### src/rtl/pwm_axil_slave.sv
// AXI4-Lite subordinate for the PWM register file: turns AXI transactions into
// single-cycle decoded write/read strobes; bad index or partial strobe -> SLVERR.
module pwm_axil_slave #(
  parameter int AXI_ADDR_WIDTH = 8,
  parameter int AXI_DATA_WIDTH = 32,
  parameter int REG_WIDTH      = 16,
  parameter int NUM_CHANNELS   = 4,
  localparam int DEPTH          = 1 + 2*NUM_CHANNELS,
  localparam int REG_ADDR_WIDTH = $clog2(DEPTH)
) (
  input  logic                        clk,
  input  logic                        rst_n,
  input  logic [AXI_ADDR_WIDTH-1:0]   s_axil_awaddr,
  input  logic [2:0]                  s_axil_awprot,
  input  logic                        s_axil_awvalid,
  output logic                        s_axil_awready,
  input  logic [AXI_DATA_WIDTH-1:0]   s_axil_wdata,
  input  logic [AXI_DATA_WIDTH/8-1:0] s_axil_wstrb,
  input  logic                        s_axil_wvalid,
  output logic                        s_axil_wready,
  output logic [1:0]                  s_axil_bresp,
  output logic                        s_axil_bvalid,
  input  logic                        s_axil_bready,
  input  logic [AXI_ADDR_WIDTH-1:0]   s_axil_araddr,
  input  logic [2:0]                  s_axil_arprot,
  input  logic                        s_axil_arvalid,
  output logic                        s_axil_arready,
  output logic [AXI_DATA_WIDTH-1:0]   s_axil_rdata,
  output logic [1:0]                  s_axil_rresp,
  output logic                        s_axil_rvalid,
  input  logic                        s_axil_rready,
  output logic                        write_en,
  output logic [REG_ADDR_WIDTH-1:0]   write_addr,
  output logic [REG_WIDTH-1:0]        write_data,
  output logic                        read_en,
  output logic [REG_ADDR_WIDTH-1:0]   read_addr,
  input  logic [REG_WIDTH-1:0]        read_data,
  input  logic                        read_valid
);

  // state  | meaning
  // R_IDLE | waiting for AR; arready high once out of reset
  // R_READ | read_en to register file, capture read_data/read_valid
  // R_RESP | rvalid held with captured data until rready

  localparam int IDX_W      = AXI_ADDR_WIDTH - 2;
  localparam int STRB_W     = AXI_DATA_WIDTH / 8;
  localparam int REG_STRB_W = REG_WIDTH / 8;
  localparam logic [IDX_W-1:0] DEPTH_IDX = IDX_W'(DEPTH);
  localparam logic [1:0] RESP_OKAY   = 2'b00;
  localparam logic [1:0] RESP_SLVERR = 2'b10;

  typedef enum logic [1:0] {R_IDLE, R_READ, R_RESP} rstate_t;

  // Keeps every ready low while rst_n is asserted; readys rise on the first edge after release.
  logic rst_done;

  always_ff @(posedge clk or negedge rst_n) begin
    if (!rst_n) rst_done <= 1'b0;
    else        rst_done <= 1'b1;
  end

  logic                   aw_held, w_held;
  logic [IDX_W-1:0]       aw_idx_q;
  logic [REG_WIDTH-1:0]   wdata_q;
  logic [REG_STRB_W-1:0]  wstrb_q;
  logic                   aw_take, w_take, wr_fire, wr_ok;
  logic [IDX_W-1:0]       cur_idx;
  logic [REG_WIDTH-1:0]   cur_wdata;
  logic [REG_STRB_W-1:0]  cur_wstrb;

  assign s_axil_awready = rst_done && !aw_held && !s_axil_bvalid;
  assign s_axil_wready  = rst_done && !w_held && !s_axil_bvalid;
  assign aw_take = s_axil_awvalid && s_axil_awready;
  assign w_take  = s_axil_wvalid && s_axil_wready;

  // A handshake completing this edge is used directly, so the strobe lands one cycle later.
  assign cur_idx   = aw_held ? aw_idx_q : s_axil_awaddr[AXI_ADDR_WIDTH-1:2];
  assign cur_wdata = w_held ? wdata_q : s_axil_wdata[REG_WIDTH-1:0];
  assign cur_wstrb = w_held ? wstrb_q : s_axil_wstrb[REG_STRB_W-1:0];
  assign wr_fire   = (aw_held || aw_take) && (w_held || w_take);
  assign wr_ok     = (cur_idx < DEPTH_IDX) && (&cur_wstrb);

  always_ff @(posedge clk or negedge rst_n) begin
    if (!rst_n) begin
      aw_held       <= 1'b0;
      w_held        <= 1'b0;
      aw_idx_q      <= '0;
      wdata_q       <= '0;
      wstrb_q       <= '0;
      s_axil_bvalid <= 1'b0;
      s_axil_bresp  <= RESP_OKAY;
      write_en      <= 1'b0;
      write_addr    <= '0;
      write_data    <= '0;
    end else begin
      write_en <= 1'b0;
      if (s_axil_bvalid && s_axil_bready) begin
        s_axil_bvalid <= 1'b0;
        s_axil_bresp  <= RESP_OKAY;
      end
      if (wr_fire) begin
        aw_held       <= 1'b0;
        w_held        <= 1'b0;
        s_axil_bvalid <= 1'b1;
        s_axil_bresp  <= wr_ok ? RESP_OKAY : RESP_SLVERR;
        write_en      <= wr_ok;
        if (wr_ok) begin
          write_addr <= cur_idx[REG_ADDR_WIDTH-1:0];
          write_data <= cur_wdata;
        end
      end else begin
        if (aw_take) begin
          aw_held  <= 1'b1;
          aw_idx_q <= s_axil_awaddr[AXI_ADDR_WIDTH-1:2];
        end
        if (w_take) begin
          w_held  <= 1'b1;
          wdata_q <= s_axil_wdata[REG_WIDTH-1:0];
          wstrb_q <= s_axil_wstrb[REG_STRB_W-1:0];
        end
      end
    end
  end

  rstate_t          state, next_state;
  logic [IDX_W-1:0] ar_idx_q;
  logic             rd_in_range;

  assign rd_in_range = ar_idx_q < DEPTH_IDX;
  assign read_addr   = ar_idx_q[REG_ADDR_WIDTH-1:0];

  always_ff @(posedge clk or negedge rst_n) begin
    if (!rst_n) state <= R_IDLE;
    else        state <= next_state;
  end

  always_comb begin
    next_state     = state;
    s_axil_arready = 1'b0;
    read_en        = 1'b0;
    s_axil_rvalid  = 1'b0;
    case (state)
      R_IDLE: begin
        s_axil_arready = rst_done;
        if (rst_done && s_axil_arvalid) next_state = R_READ;
      end
      R_READ: begin
        read_en    = 1'b1;
        next_state = R_RESP;
      end
      R_RESP: begin
        s_axil_rvalid = 1'b1;
        if (s_axil_rready) next_state = R_IDLE;
      end
      default: next_state = R_IDLE;
    endcase
  end

  always_ff @(posedge clk or negedge rst_n) begin
    if (!rst_n) begin
      ar_idx_q     <= '0;
      s_axil_rdata <= '0;
      s_axil_rresp <= RESP_OKAY;
    end else begin
      if (s_axil_arvalid && s_axil_arready)
        ar_idx_q <= s_axil_araddr[AXI_ADDR_WIDTH-1:2];
      if (state == R_READ) begin
        if (rd_in_range && read_valid) begin
          s_axil_rdata <= AXI_DATA_WIDTH'(read_data);
          s_axil_rresp <= RESP_OKAY;
        end else begin
          s_axil_rdata <= '0;
          s_axil_rresp <= RESP_SLVERR;
        end
      end
    end
  end

  logic unused_bits;
  assign unused_bits = ^{s_axil_awprot, s_axil_arprot, s_axil_awaddr[1:0], s_axil_araddr[1:0],
                         s_axil_wdata[AXI_DATA_WIDTH-1:REG_WIDTH], s_axil_wstrb[STRB_W-1:REG_STRB_W]};

endmodule

### config.mk
export PLATFORM = sky130hd
export DESIGN_NAME = pwm_axil_slave
export DESIGN_NICKNAME = d
export VERILOG_FILES = /design/src/rtl/pwm_axil_slave.sv
export SDC_FILE = /design/constraint.sdc
export NUM_CORES = 1
export LEC_CHECK = 0
export ABC_AREA = 1
export BUFFER_PORTS_ARGS = -buffer_cell sky130_fd_sc_hd__buf_2
export CORE_MARGIN = 2
export CORE_UTILIZATION = 44
export CTS_BUF_LIST = sky130_fd_sc_hd__clkbuf_8
export DETAILED_ROUTE_END_ITERATION = 7
export PLACE_DENSITY = 0.86
export SYNTH_ARGS = -nofsm -noshare
export SYNTH_HDL_FRONTEND = slang
export SYNTH_SLANG_ARGS = --single-unit
export TNS_END_PERCENT = 1
### constraint.sdc
create_clock -name clk -period 1.3 [get_ports clk]
set_clock_uncertainty 0.15 [all_clocks]
set_input_delay 0.195 -clock clk [delete_from_list [all_inputs] [get_ports clk]]
set_output_delay 0.195 -clock clk [all_outputs]
set_load 0.01 [all_outputs]
Word-level counts from Yosys, hierarchy flattened
Cells that the tools add are included.

word-level totals
  bits in registers = 93
  bits of input ports = 82
  output and inout port bits = 67
  logic and storage cells = 69

cells by class
  magnitude comparators = 2
  mux-type cells = 21
  bitwise logic cells = 1
  eq/ne operators = 4
  reductions and logical operators = 26

operator list
  kind                  count
  $mux W16              2
  $mux W2               7
  $logic_and A1 B1 Y1   12
  $lt A6 B4 Y1 const B  2
  $mux W1               10
  $reduce_and A2 Y1     5
  $mux W6               1
  $pmux W2 S3           1
  $reduce_bool A2 Y1    3
  $ne A2 B2 Y1 const B  2
  $logic_not A1 Y1      3
  $eq A2 B1 Y1 const B  1
  $eq A2 B2 Y1 const B  1
  $logic_not A2 Y1      1
  $logic_or A1 B1 Y1    2
  $not A1 Y1            1

Logic depth before layout (Yosys ltp)
Gate-level depths: netlist of run 1.

  depth after elaboration = 8
  gate-level depth with buffers = 10
  gate-level depth less buffers = 8

Worst setup path before layout of run 1
No wires, ideal clock.

  kind = register to register
  start point = register s_axil_bvalid
  end point = register write_addr[3]
  period minus slack after synthesis = 1.464 ns
  required time = 1.033 ns
  buffers on the path = 1
  setup time = 0.117 ns
  arrival = 1.197 ns
  stages on the path, launching flop included = 10
  setup slack = -0.164 ns
  path through = dfrtp_1 > inv_2 > nand2_2 > o21ai_2 > nand2_1 > inv_2 > nand3_2 > buf_6 > nand2_1 > nand2_1

on the way
  longest elaborated chain between the ends = 6
  elaborated cells between the ends (all ways) = 9
  classes of those cells = reduce/logical (9)

ends and longest elaborated chain
  what                                    RTL line  source
  from (decl)                             22        output logic s_axil_bvalid,
  from (signal assigned)                  91        s_axil_bvalid <= 1'b0;
  from (signal assigned)                  99        s_axil_bvalid <= 1'b0;
  from (signal assigned)                  105       s_axil_bvalid <= 1'b1;
  $logic_not A1 Y1 *                      72, 73
  $logic_and A1 B1 Y1 (on tied branches)  72, 73
  $logic_and A1 B1 Y1 (on tied branches)  74, 75
  $logic_or A1 B1 Y1                      81        assign wr_fire = (aw_held || aw_take) && (w_held || w_take);
  $logic_and A1 B1 Y1 *                   81
  $reduce_and A2 Y1 (no line) *           n/a
  to (signal assigned)                    109       write_addr <= cur_idx[REG_ADDR_WIDTH-1:0];
  to (decl)                               33        output logic [REG_ADDR_WIDTH-1:0] write_addr,

Every way passes the cells marked *; elsewhere a longest branch is shown, timed or not.
A chain may end at the register's enable or synchronous reset.

Worst setup path after layout of run 1
  start point = register s_axil_bvalid
  end point = output port s_axil_awready

on the way
  longest elaborated chain between the ends = 2

ends and longest elaborated chain
  what                 RTL line  source
  $logic_not A1 Y1     72        assign s_axil_awready = rst_done && !aw_held && !s_axil_bvalid;
  $logic_and A1 B1 Y1  72
  to (decl)            16        output logic s_axil_awready,

No other way between the ends.

==> out/metrics.csv, run 1 <==
stage;metric;value;unit
run_status;status;finished with violations;
run_status;failed_checks;setup timing;
grt;grt_max_degree;37;
die;die_y;92.5;um
final_layout;nets;636;
synth;syn-instance-count;385;
timing;final_hold_viol_count;0;
synth;avgSynthCellArea;8.96;sq um
critical_path;required;0.95;ns
placement;gp_congestion;0.856;
placement;dp_cells;595;
synth;synthAdderAreaFrac;0;
grt;antenna_found_initial;0;
grt;grt_overflow;0;
grt;grt_use_met2;0.351;
critical_path;r2r_slack;-0.28;ns
die;fp-row-count;32;
final_layout;final_layout_size_suffix_gt1_frac;0.315;
grt;met3_usage;0.0521;
pwr;sw_frac_of_total;0.364;
synth;yosys.area.top_type;dfrtp_1;
grt;top_usage_layer;met2;
grt;track_usage;0.209;
worst_hold_path;min_path_type;primary input to flip-flop;
pwr;p_comb_frac;0.377;
routing;wirelength;8720;um
synth;synth_xor_area_frac;0;
pwr;p_sw;0.00313;W
pwr;leakagePower;2.62;nW
timing;setup_tns;-11.99;ns
grt;met1_usage;0.252;
synth;synth_top_family_by_area;simple AND/OR/NAND/NOR gates;
placement;dp_hpwl;5640;um
synth;synth_area;0.00345;sq mm
routing;drc;0;
timing;final.min_clock_period;1.66;ns
pwr;power_frac_clock;0.203;
synth;yosysUniqueCellTypes;26;
timing;rsz0062_at_grt;true;
pwr;p_per_area;1750;mW/mm^2
timing;setup_violations;76;
flow_run;maxCapViolations;0;
critical_path;critical_path_class;flip-flop to output port;
final_layout;antennaDiodeCount;0;
clock_network;cts.clk_slew.worst_paths;0.08;ns
placement;io_buffers;102;
clock_network;cts-htree-levels;3;
routing;first_iter_violations;161;
synth;yosysWarnings;0;
die;io-pin-count;149;
clock_network;cts_root_buffer;clkbuf_8;
die;die_w;92.5;um
synth;synth-compound-area-share;0.116;
final_layout;syn_to_final_growth;42.1;%
critical_path;cp_data_arrival_time;1.32;ns
pwr;totalPowerFinal;0.00860;W
timing;max_freq;602;MHz
clock_network;cts_buffers;9;
synth;synthMuxAreaShare;0;
clock_network;cts.sinks;75;
timing;slew_violations;0;
pwr;p_seq_frac;0.420;
pwr;intPower;0.00547;W
synth;synth_area_leaders;dfrtp_1 54%, nand2_1 12%, buf_4 5.7%;
routing;antenna_left;0;
pwr;ir_drop;750;uV
synth;ys_ff_latch;75;
routing;dr.pass1.iters;4;
grt;grt_pass1_wl;14100;um
critical_path;critPathCaptureType;output port;
synth;yosys.area_share.simple;0.201;
clock_network;cts_tree;built;
die;coreArea;0.00765;sq mm
routing;num_vias;3186;
clock_network;clk_latency;0.33;ns
die;dieArea;0.00856;sq mm
final_layout;nFillCells;602;
timing;fin_crit_sh;1.28;
die;initial_core_util;0.451;
routing;wl_per_cell;13.2;um
synth;yosysSeqAreaShare;0.544;
final_layout;final_cells;661;
critical_path;critPathLaunchType;flip-flop;
clock_network;cts_max_path_buffers;2;
timing;layout_setup_ws;-0.362;ns
critical_path;critical_path.max_fanout;4;
synth;synth_top_area_frac;0.544;
grt;first_global_vias;3099;
routing;vias_per_cell;4.82;
-- synth_stat cells --
| cell | n |
|---|---|
| nand3b_1 | 1 |
| clkbuf_1 | 2 |
| buf_4 | 26 |
| a21oi_1 | 1 |
| nand3_2 | 2 |
| inv_1 | 38 |
| nor2_1 | 8 |
| inv_2 | 8 |
| dfrtp_1 | 75 |
| nand3_4 | 1 |
| a22o_1 | 16 |
| nand4_1 | 20 |
| nand2_2 | 2 |
| nor3_2 | 1 |
| conb_1 | 2 |
| nor2_4 | 1 |
| nor2_2 | 1 |
| a21oi_4 | 1 |
| buf_2 | 9 |
| inv_4 | 1 |
| o21ai_1 | 18 |
| o21ai_2 | 2 |
| buf_6 | 4 |
| o21ai_0 | 26 |
| nand3_1 | 5 |
| nand2_1 | 114 |
-- stage by stage --
step,hold slack [ns],util,setup WS [ns],cell area (sq um)
2_1_floorplan,-0.251,-,-0.164,3510
3_3_place_gp,-0.0434,0.542,-0.189,4150
3_5_place_dp,-0.0432,0.542,-0.236,4150
4_1_cts,0.0184,0.637,-0.371,4870
5_1_grt,0.0616,0.641,-0.412,4900
6_report,0.0483,0.641,-0.362,4900
-- per-layer routing --
layer	wire (um)	up-vias
met2	4160	143
met1	3640	1488
met3	634	27
met5	0	-
li1	-	1528
met4	287	0
-- critical path, cell delays in order (launching register included) --
cell     delay (ns)
dfrtp_1        0.40
inv_2          0.08
nand2_4        0.07
buf_4          0.14
nor2_4         0.10
buf_6          0.10
buf_6          0.09
-- registers in the layout, summed over array words and instances, names as in the netlist --
signal and count:
ar_idx_q 6, w_held 1, wstrb_q 2, rst_done 1, state 2, s_axil_bresp 1, write_en 1, aw_held 1
s_axil_rresp 1, wdata_q 16, write_addr 4, write_data 16, s_axil_bvalid 1, aw_idx_q 6, s_axil_rdata 16
-- placed cells by master, fill, tap and decap left out --
cell           count
a21oi_4            1
clkinv_2           3
clkinv_4           1
bufinv_16          1
nand2_4            1
inv_1             37
conb_1            19
nand3b_1           1
nand3_2            3
buf_4             23
nor2_2             1
o21ai_1           21
o21ai_2            2
nand2_2            3
inv_4              2
clkbuf_8           9
a22o_1            16
inv_2              8
buf_6              7
nand2_1          112
clkinvlp_4         2
nand3_1            4
dlygate4sd3_1     49
o21ai_0           23
dfrtp_2            2
nor2_4             2
nor2_1             7
nand4_1           20
dfrtp_1           73
buf_12             5
nand3_4            1
buf_2             98
nor3_2             1
a21oi_1            1
-- power groups by stage --
stage | logic, W | registers (W) | clock network, W
CTS | 0.00315 | 0.00360 | 0.00179
global placement | 0.00283 | 0.00359 | 0
finish | 0.00324 | 0.00361 | 0.00175
floorplan | 0.00178 | 0.00367 | 0
detailed placement | 0.00296 | 0.00361 | 0
global route | 0.00362 | 0.00370 | 0.00191
-- final timing paths --
kind | startpoint | endpoint | cells past startpoint
min reg2reg | write_data[4]$_DFFE_PN0P_ | write_data[4]$_DFFE_PN0P_ | 2
max in group asynchronous | rst_n | write_addr[3]$_DFFE_PN0P_ | 3
max reg2reg | aw_held$_DFFE_PN0P_ | write_data[2]$_DFFE_PN0P_ | 9
min | s_axil_arvalid | ar_idx_q[4]$_DFFE_PN0P_ | 4
max | s_axil_bvalid$_DFFE_PN0P_ | s_axil_awready | 6
min in group asynchronous | rst_n | ar_idx_q[1]$_DFFE_PN0P_ | 2
-- cells by family after synthesis --
family | Yosys count
other | 2
AOI/OAI and AO/OA | 64
buffers and inverters | 88
DFF | 75
and+or+nand+nor | 156
-- final cells by class --
cell class / count / area [sq um] / share of cell area
Sequential cell: 75 / 1880 / 0.384
Timing Repair Buffer: 182 / 1330 / 0.272
Multi-Input combinational cell: 239 / 1190 / 0.242
Inverter: 47 / 181 / 0.0370
Tap cell: 102 / 128 / 0.0260
Clock buffer: 9 / 124 / 0.0253
Clock inverter: 7 / 68.8 / 0.0140
-- what timing repair did --
| item | in CTS | in global routing |
|---|---|---|
| setup endpoints to repair | 76 | 78 |
| hold buffers | 49 | 0 |
| resized for setup | 14 | 6 |
| endpoints found under the hold margin | 123 | 0 |
| pin swaps | 8 | 4 |
| setup buffers | 0 | 1 |
Power figures use the tool's default switching activity.
==> run 2, diff against run 1 <==
--- a/config.mk
+++ b/config.mk
@@ -7,10 +7,10 @@
 export LEC_CHECK = 0
 export ABC_AREA = 1
 export BUFFER_PORTS_ARGS = -buffer_cell sky130_fd_sc_hd__buf_2
-export CORE_MARGIN = 2
 export CORE_UTILIZATION = 44
 export CTS_BUF_LIST = sky130_fd_sc_hd__clkbuf_8
 export DETAILED_ROUTE_END_ITERATION = 7
+export MAX_ROUTING_LAYER = met4
 export PLACE_DENSITY = 0.86
 export SYNTH_ARGS = -nofsm -noshare
 export SYNTH_HDL_FRONTEND = slang
==> run 2 against run 1 <==
  * The run still ends with setup timing left
  * Die area down 4.3%
  * Clock-buffer cell count up 1
  * Cell area up 2.1%
  * Clock power up 15%
  * Via count up 1.3%
==> out/metrics.csv, run 2 (synthesis gave the netlist of run 1 again) <==
stage;metric;value;unit;change
flow_run;maxCapViolations;0;;unchanged
final_layout;final_layout_size_suffix_gt1_frac;0.328;;+0.0131
die;die_w;90.5;um;-2.2%
critical_path;slowest_stage;dfrtp_1;;
grt;grt_overflow;0;;unchanged
clock_network;cts_tree;built;;
die;die_y;90.5;um;-2.2%
final_layout;antennaDiodeCount;0;;unchanged
run_status;status;finished with violations;;
critical_path;required;1.41;ns;+0.46 ns
final_layout;nFillCells;547;;-9.1%
routing;vias_per_cell;4.89;;+1.5%
critical_path;path_delay_family;buffers and inverters;;
final_layout;final_cells;660;;-0.15%
placement;dp_cells;590;;-0.84%
placement;dp_hpwl;5550;um;-1.7%
routing;wirelength;9030;um;+3.6%
critical_path;critical_path.max_fanout;18;;+14
grt;track_usage;0.238;;+0.0290
grt;grt_pass1_wl;14900;um;+5.7%
die;coreArea;0.00741;sq mm;-3.1%
final_layout;register_area;0.00188;sq mm;unchanged
pwr;p_per_area;1800;mW/mm^2;+2.5%
timing;rsz0062_at_grt;true;;
pwr;ir_drop;869;uV;+16%
routing;num_vias;3229;;+1.3%
final_layout;final_core_utilization;0.675;;+0.0347
clock_network;cts_root_buffer;clkbuf_8;;
clock_network;cts.clk_slew.worst_paths;0.08;ns;about the same
critical_path;cp_data_arrival_time;1.72;ns;+0.40 ns
clock_network;cts-htree-levels;3;;unchanged
placement;place_ws;-0.262;ns;-0.0251 ns
routing;drc;0;;unchanged
die;dieArea;0.00819;sq mm;-4.3%
worst_hold_path;min_path_type;primary input to flip-flop;;
clock_network;cts_buffers;9;;unchanged
final_layout;final_common_cell;nand2_1;;
critical_path;crit_path_cell_trace;buf_6 > nand2_4 > o21ai_2 > buf_4 > inv_4 > nand3_4 > clkbuf_16 > o21ai_0;;
grt;grt_max_degree;37;;unchanged
final_layout;layout_common_cells;110 x nand2_1, 99 x buf_2, 73 x dfrtp_1;;
timing;layout_setup_ws;-0.306;ns;+0.0558 ns
timing;slew_violations;0;;unchanged
die;fp-row-count;31;;-3.1%
critical_path;critPathCaptureType;flip-flop;;
run_status;failed_checks;setup timing;;
routing;first_iter_violations;156;;-3.1%
clock_network;clk_latency;0.35;ns;+0.02 ns
critical_path;critPathLaunchType;flip-flop;;
critical_path;critical_path_class;flip-flop to flip-flop;;
final_layout;nets;638;;+0.31%
routing;dr.pass1.iters;5;;+1
timing;max_freq;623;MHz;+3.5%
pwr;leakagePower;2.67;nW;+1.9%
die;io-pin-count;149;;unchanged
timing;final_hold_viol_count;0;;unchanged
routing;wl_per_cell;13.7;um;+3.7%
critical_path;critPathMaxStageDelay;0.41;ns;about the same
timing;setup_tns;-13.93;ns;-1.94 ns
final_layout;syn_to_final_growth;45.1;%;
final_layout;multiInputGateArea;0.00121;sq mm;+2.4%
die;initial_core_util;0.465;;+0.0145
timing;whs;0.0501;ns;+0.00187 ns
clock_network;cts_max_path_buffers;2;;unchanged
placement;gp_congestion;0.870;;+1.6%
clock_network;cts.sinks;75;;unchanged
grt;first_global_vias;3170;;+2.3%
routing;antenna_left;0;;unchanged
timing;fin_crit_sh;1.24;;-0.0430
timing;setup_violations;77;;+1.3%
placement;io_buffers;102;;unchanged
critical_path;timing.critical_path.buf_inv;4;;unchanged
final_layout;biggestRegsByFlops;s_axil_rdata x16, wdata_q x16, write_data x16;;
grt;antenna_found_initial;0;;unchanged
timing;final.min_clock_period;1.61;ns;-0.0558 ns
==> run 2: worst min-delay path: cells and delay by family <==
kind	cells	cell delay (ns)
AND/OR/NAND/NOR	3	0.19
buffers and inverters	1	0.12
==> run 2: final timing paths <==
check,from,endpoint,slack [ns],cells after the start
worst min register to register,write_data[5]$_DFFE_PN0P_,write_data[5]$_DFFE_PN0P_,0.32,2
worst min-delay path,s_axil_arvalid,ar_idx_q[3]$_DFFE_PN0P_,0.05,4
worst max register to register,rst_done$_DFF_PN0_,wdata_q[9]$_DFFE_PN0P_,-0.31,8
max in group asynchronous,rst_n,state[1]$_DFFE_PN0P_,0.39,3
worst max-delay path,rst_done$_DFF_PN0_,wdata_q[9]$_DFFE_PN0P_,-0.31,8
min in group asynchronous,rst_n,ar_idx_q[2]$_DFFE_PN0P_,0.16,2
==> run 2: area by class of cell <==
type,instances,area share
clock buffers,10,0.0275
clock inverters,6,0.0178
inverters,47,0.0368
multi-input cells,239,0.243
flip-flops and latches,75,0.376
well taps,99,0.0248
repair buffers,184,0.275
==> run 2: repair_timing <==
item / CTS / global route
cloned: 0 / 1
setup endpoints to repair: 76 / 80
endpoints found under the hold margin: 123 / 0
hold buffers: 49 / 0
buffers inserted: 3 / 1
pin swaps: 5 / 11
gates resized for setup: 20 / 9
==> run 2: metrics by stage <==
| step | instance area, sq um | power (W) |
|---|---|---|
| after floorplan | 3510 | 0.00546 |
| after global routing | 5000 | 0.00958 |
| final | 5000 | 0.00900 |
| after global placement | 4140 | 0.00640 |
| after detailed placement | 4140 | 0.00656 |
| after CTS | 4940 | 0.00885 |
==> run 2: report_power, final <==
group / total [W] / switching (W) / internal (W)
clock: 0.00201 / 0.000879 / 0.00113
sequential: 0.00361 / 0.000494 / 0.00312
combinational: 0.00338 / 0.00188 / 0.00150
total: 0.00900 / 0.00325 / 0.00575
==> run 2: layer usage <==
layer | wire, um | part of all wire | GRT usage | vias to the layer above
met2 | 4440 | 0.49 | 0.393 | 150
met4 | 264 | 0.029 | 0.109 | 0
met3 | 646 | 0.072 | 0.0556 | 29
met1 | 3680 | 0.41 | 0.274 | 1508
li1 | - | - | - | 1542
met5 | 0 | 0 | - | -
